[src/rtl/instr_sequencer.sv]
// ----------------------------------------------------------------------------
// instr_sequencer
//
// Fetch/decode/execute control FSM for the 4-bit processor. It fetches one
// instruction word at a time from program memory, holds it in the instruction
// register (IR), and emits per-instruction PC, ALU and accumulator strobes.
// An opcode of all ones parks the block in HALT until reset.
//
// Fetch handshake: mem_req is the request and mem_ack the response. A word is
// transferred in exactly the cycle where mem_req && mem_ack are both high. The
// IR captures mem_data on that clock edge, and pc_enable pulses in that cycle.
// mem_ack is ignored in any cycle where mem_req is low.
//
// Ports
//   clk         in   rising-edge clock
//   reset_n     in   asynchronous active-low reset
//   run         in   allows new fetches; while low the block waits in FETCH
//   mem_ack     in   mem_data is valid this cycle
//   mem_data    in   instruction word {opcode, operand}
//   zero_flag   in   registered ALU zero flag (used by JZ)
//   carry_flag  in   registered ALU carry flag (used by JC)
//   mem_req     out  fetch request
//   pc_enable   out  PC increment strobe
//   pc_load     out  PC load strobe
//   pc_target   out  PC load value (IR operand)
//   alu_op      out  0 PASS, 1 ADD, 2 SUB, 3 AND, 4 OR, 5 XOR
//   operand     out  IR operand, ALU B input
//   acc_we      out  accumulator write strobe
//   halted      out  high in HALT
//   dbg_state   out  current FSM state (0 FETCH, 1 DECODE, 2 EXECUTE, 3 HALT)
// ----------------------------------------------------------------------------
module instr_sequencer #(
   parameter int WIDTH = 4,
   parameter int OPW   = 4
) (
   input  logic                 clk,
   input  logic                 reset_n,
   input  logic                 run,
   input  logic                 mem_ack,
   input  logic [OPW+WIDTH-1:0] mem_data,
   input  logic                 zero_flag,
   input  logic                 carry_flag,
   output logic                 mem_req,
   output logic                 pc_enable,
   output logic                 pc_load,
   output logic [WIDTH-1:0]     pc_target,
   output logic [2:0]           alu_op,
   output logic [WIDTH-1:0]     operand,
   output logic                 acc_we,
   output logic                 halted,
   output logic [1:0]           dbg_state
);

   typedef enum logic [1:0] {
      S_FETCH   = 2'd0,
      S_DECODE  = 2'd1,
      S_EXECUTE = 2'd2,
      S_HALT    = 2'd3
   } state_t;

   state_t               state_q, state_d;
   logic [OPW+WIDTH-1:0] ir_q, ir_d;
   logic [OPW-1:0]       opcode;

   assign opcode    = ir_q[OPW+WIDTH-1:WIDTH];
   assign operand   = ir_q[WIDTH-1:0];
   assign pc_target = ir_q[WIDTH-1:0];
   assign dbg_state = state_q;
   assign halted    = (state_q == S_HALT);

   // The state register already returns to FETCH asynchronously, but FETCH
   // alone would still raise mem_req from run; gating with reset_n keeps the
   // request (and so pc_enable) low for the whole time reset is held.
   assign mem_req   = reset_n && (state_q == S_FETCH) && run;
   assign pc_enable = mem_req && mem_ack;

   // Execute-stage strobes; opcodes A-E fall into the default and act as NOP.
   always_comb begin
      alu_op  = 3'd0;
      acc_we  = 1'b0;
      pc_load = 1'b0;
      if (state_q == S_EXECUTE) begin
         case (opcode)
            OPW'(1): begin alu_op = 3'd0; acc_we = 1'b1; end
            OPW'(2): begin alu_op = 3'd1; acc_we = 1'b1; end
            OPW'(3): begin alu_op = 3'd2; acc_we = 1'b1; end
            OPW'(4): begin alu_op = 3'd3; acc_we = 1'b1; end
            OPW'(5): begin alu_op = 3'd4; acc_we = 1'b1; end
            OPW'(6): begin alu_op = 3'd5; acc_we = 1'b1; end
            OPW'(7): pc_load = 1'b1;
            OPW'(8): pc_load = zero_flag;
            OPW'(9): pc_load = carry_flag;
            default: ;
         endcase
      end
   end

   always_comb begin
      state_d = state_q;
      ir_d    = ir_q;
      case (state_q)
         S_FETCH: begin
            if (pc_enable) begin
               ir_d    = mem_data;
               state_d = S_DECODE;
            end
         end
         S_DECODE:  state_d = (opcode == {OPW{1'b1}}) ? S_HALT : S_EXECUTE;
         S_EXECUTE: state_d = S_FETCH;
         S_HALT:    state_d = S_HALT;
         default:   state_d = S_FETCH;
      endcase
   end

   always_ff @(posedge clk or negedge reset_n) begin
      if (!reset_n) begin
         state_q <= S_FETCH;
         ir_q    <= '0;
      end else begin
         state_q <= state_d;
         ir_q    <= ir_d;
      end
   end

endmodule

[config.mk]
export PLATFORM = sky130hd
export DESIGN_NAME = instr_sequencer
export DESIGN_NICKNAME = d
export VERILOG_FILES = /design/src/rtl/instr_sequencer.sv
export SDC_FILE = /design/constraint.sdc
export NUM_CORES = 1
export LEC_CHECK = 0
export ABC_AREA = 1
export CORE_AREA = 3 3 47 49
export DETAILED_ROUTE_END_ITERATION = 6
export DIE_AREA = 0 0 50 52
export GPL_TIMING_DRIVEN = 0
export PLACE_DENSITY = 0.69
export SYNTH_ARGS = -nofsm -noshare
export SYNTH_HDL_FRONTEND = slang
export SYNTH_SLANG_ARGS = --single-unit
[constraint.sdc]
create_clock -name clk -period 1.05 [get_ports clk]
set_input_delay 0.21 -clock clk [delete_from_list [all_inputs] [get_ports clk]]
set_output_delay 0.21 -clock clk [all_outputs]
set_load 0.01 [all_outputs]
### After elaboration in Yosys (flattened, before gate mapping)

Index checks and enable logic that the tools add are counted.

* multiplexer cells: 9
* reductions and logical operators: 6
* equality and inequality tests: 14

Operator list (number)
* 4-bit by 3-bit equality test with 1-bit output, second input constant: 4
* 3-bit case mux with 5 select lines: 1
* 4-bit equality test, second input constant: 3
* 4-bit by 2-bit equality test with 1-bit output, second input constant: 2
* 2-bit case mux with 4 select lines: 1
* 6-bit OR reduction: 1
* 2-bit equality test, second input constant: 2
* 4-bit by 1-bit equality test with 1-bit output, second input constant: 1
* 1-bit two-way mux: 4
* 1-bit logical AND: 3
* 3-bit two-way mux: 1
* 1-bit case mux with 3 select lines: 1
* 2-bit by 1-bit equality test with 1-bit output, second input constant: 1
* 2-bit zero test: 1
* 2-bit two-way mux: 1
* 2-bit != test, second input constant: 1
* 2-bit AND reduction: 1

* input port bits: 14
* output and inout bits: 18
* register bits: 10
* logic and storage cells: 31

### Longest topological paths before layout

* word-level depth: 6
* depth in mapped cells: 5
* gate-level depth less buffers: 5

### Worst setup path after synthesis

OpenSTA, ideal clock, no wires.

* kind: register to output
* from: register state_q[0], in the netlist dbg_state[0]
* to: output port alu_op[0]
* buffers on the path: 0
* setup slack: -0.080 ns
* data required time: 0.840 ns
* data arrival time: 0.920 ns
* cell stages (with the launch flop): 4
* cells stage by stage: dfrtp_1 > nor2_2 > nand3_1 > a21oi_1

* longest elaborated chain between the ends: 2

RTL lines
* start, declared: RTL line 61 `state_t state_q, state_d;`
* start signal, assigned: RTL line 120 `state_q <= state_d;`
* 2-bit equality test: RTL line 82 `if (state_q == S_EXECUTE) begin`
* 3-bit two-way mux: RTL line 82
* end, declared: RTL line 47 `output logic [2:0] alu_op,`

No other way between the ends.

### Final worst setup path

* from: register ir_q[4]
* to: output port alu_op[1]

* longest elaborated chain between the ends: 3
* elaborated cells between the ends (all ways): 7
* those cells by class: 5 x eq/ne; 2 x mux

RTL lines
* start, declared: RTL line 62 `logic [OPW+WIDTH-1:0] ir_q, ir_d;`
* start signal, assigned: RTL line 121 `ir_q <= ir_d;`
* 4-bit by 3-bit equality test with 1-bit output or 4-bit by 2-bit equality test with 1-bit output (tied branches): RTL line 83 `case (opcode)`
* 3-bit case mux with 5 select lines (*): RTL line 83
* 3-bit two-way mux (*): RTL line 82

Every way passes the cells marked *; elsewhere a longest branch is shown, timed or not.

==> results.md <==
- Status: complete, but fails checks
- Failing checks: setup timing
- Initial Utilization: 31.0%
- Layout Area Growth over Synthesis: 117%
- Highest clock rate: 662 MHz
- Dpl cell area: 960 um^2
- Fin area: 1280 um^2
- Most common cell after layout, fill and taps aside: nand2_1
- Mapped Area: 589 um^2
- Sw frac: 32.1%
- Cell Pwr Density: 1360 nW/um^2
- Setup Crit Path Kind: register to output port
- Syn Inst Count: 82
- Dpl hpwl: 1080 um
- Initial antenna violation count: 0
- Crit-path slowest cell: dfrtp_1
- CTS Buf Count: 3
- DRC errors left: 0
- Worst skew pair latency: 0.27 ns
- Setup WS post-layout: -0.460 ns
- Main combinational cell family by area after synthesis: simple AND/OR/NAND/NOR gates
- Worst Path Max Fanout: 4
- DR WL/cell: 12.2 um
- Clk sinks: 10
- Pre-CTS WS: -1.29 ns
- Worst stage delay on the critical path: 0.43 ns
- # fillers: 159
- MaxCap Viol Count: 0
- Yosys cell types: 13
- Ys Warns: 0
- Top cell by count, worst path: inv_2
- Row cnt: 16
- Worst Skew: 0.00288 ns
- Flop pwr share: 30.1%
- Mux share of post-synthesis cell area: 0%
- Worst hold slack: 0.458 ns
- DR iter-0 viols: 3
- WL final: 2030 um
- Worst Setup Start Kind: register
- Worst slew pin tran: 0.480 ns
- Hold WC Path Type: input port to register
- Synth area leaders: dfrtp_1 42%, nand2_1 24%, buf_4 10%, inv_1 5.7%, nand3_1 3.4%
- Via/cell ratio: 4.40
- Syn nets: 96
- RSZ-0062 raised after global routing: yes
- I/O Buffers: 31
- Nets: 154
- GRT Util Overall: 15.4%
- IO Pins: 32
- Combinational cell fraction of total power: 48.9%
- LEAKAGE: 0.681 nW
- Clk pin slew, worst setup/hold paths: 0.07 ns
- First-pass GRT wire length: 2910 um
- Worst slew margin: 67.9%
- CTS root buffer: clkbuf_4
- Max-slew violations: 0
- Drt pass-1 iters: 4
- H-tree Lvls: 1
- Crit-path leading delay family: flip-flops
- Internal power: 1.18 mW
- Crit-path cells: inv_2 -> nand2_1 -> inv_2 -> nand2_2 -> a21oi_2 -> buf_2
- Layout cells sized above 1: 56.8%
- Number of diodes: 0
- Area share of the largest cell type after synthesis: 42.5%
- Antenna Nets Post-Route: 0
- Die Span Y: 52 um
- Final setup fails: 27
- DR vias: 730
- Worst-case vdd ir drop: 0.814 mV
- Total grt overflow: 0
- Final Hold Fails: 0
- Non-Filler Instances: 166
- Cell taking the most area after synthesis: dfrtp_1
- CP Data Arrival Time: 1.30 ns
- Largest net degree at the start of global routing: 11
- NetSw: 556 uW
- Vias in the first global route: 669
- Clock Power Share: 21.0%
- Critical Path RT: 0.84 ns
- #FFs+latches synth: 10
- Placed Cells: 140
- Seq/Total Area, Yosys: 42.5%
- Crit share post-route: 144%
- Tmin final: 1.51 ns
- Post-synthesis simple-gate area fraction: 36.9%
- Compound-gate portion of the synthesized area: 2.55%
- Clock Path Buffers: 2
- Xor and xnor fraction of the mapped netlist area: 0%
- CTS tree: done
- GPL Wtd Cong: 0.660
- Die boundary width: 50 um
- Syn avg cell area: 7.19 um^2
- DIE AREA: 2600 um^2
- Core area: 1900 um^2
- Worst setup EP type: output port
- Most frequent cells in the layout: 32 x nand2_1, 31 x buf_6, 12 x clkdlybuf4s50_1, 9 x buf_4, 8 x dfrtp_1
- Synth Area in Adders: 0%
- Worst path buffer plus inverter count: 3
## timing repair
action / 4_1_cts / 5_1_grt
setup buffers: 17 / 9
endpoints found under the hold margin: 10 / 0
pin swaps: 5 / 2
setup endpoints to repair: 27 / 27
hold buffers: 1 / 0
resized for setup: 113 / 19
## power by group through the flow
| stage | logic (mW) | registers (mW) | clock network (mW) |
|---|---|---|---|
| after global placement | 0.518 | 0.521 | 0 |
| after detailed placement | 0.527 | 0.525 | 0 |
| after CTS | 0.762 | 0.516 | 0.371 |
| after global routing | 0.927 | 0.529 | 0.393 |
| after floorplan | 0.291 | 0.511 | 0 |
| final | 0.849 | 0.522 | 0.363 |
## per-layer routing
layer	up-vias	track usage, %	share of wire, %
met1	342	17.2	40
li1	355	-	-
met2	28	27.2	54
met4	0	8.29	2.0
met5	-	0	0
met3	5	3.15	4.5
## cell usage after synthesis
cell / instances
inv_6: 1
nand3_1: 4
nand2_1: 37
nor2_2: 2
clkbuf_1: 1
nand4_1: 1
nand3b_4: 1
nor3_1: 1
a21oi_1: 3
nor2_1: 4
inv_1: 9
buf_4: 8
dfrtp_1: 10
## state kept, by name, summed over array words and instances, names as in the netlist
name       cells
dbg_state      2
ir_q           8
## stage by stage
step / power (mW) / util [%] / setup TNS, ns
finish: 1.73 / 67.1 / -5.86
global route: 1.85 / 67.1 / -7.27
CTS: 1.65 / 62.8 / -5.65
detailed placement: 1.05 / 50.5 / -13.19
global placement: 1.04 / 50.5 / -12.45
floorplan: 0.802 / - / 0
## worst min-delay path, cell delays in order
cell,delay (ns)
clkdlybuf4s50_1,0.39
nand2_1,0.06
nand2_1,0.04
## kinds of logic after synthesis
family / count (synthesis)
buffers and inverters: 19
flip-flops: 10
AO/OA/AOI/OAI: 3
AND/OR/NAND/NOR: 50
## cell type report
cell class / count / area, um^2 / area share (%)
Timing Repair Buffer: 58 / 569 / 44.6
Multi-Input combinational cell: 53 / 302 / 23.6
Sequential cell: 10 / 253 / 19.8
Inverter: 10 / 45.0 / 3.53
Buffer: 4 / 37.5 / 2.94
Clock buffer: 4 / 36.3 / 2.84
Tap cell: 27 / 33.8 / 2.65
## final timing paths
kind	to	slack [ns]	cells after the start	startpoint
setup / recovery	alu_op[1]	-0.46	6	ir_q[4]
hold / removal	ir_q[4]	0.46	3	mem_data[4]
setup reg to reg	ir_q[2]	-0.22	7	dbg_state[1]
min in group asynchronous	dbg_state[0]	0.53	2	reset_n
hold reg to reg	ir_q[5]	0.54	2	ir_q[5]
max in group asynchronous	dbg_state[1]	0.18	2	reset_n
(Power assumes the default switching activity.)
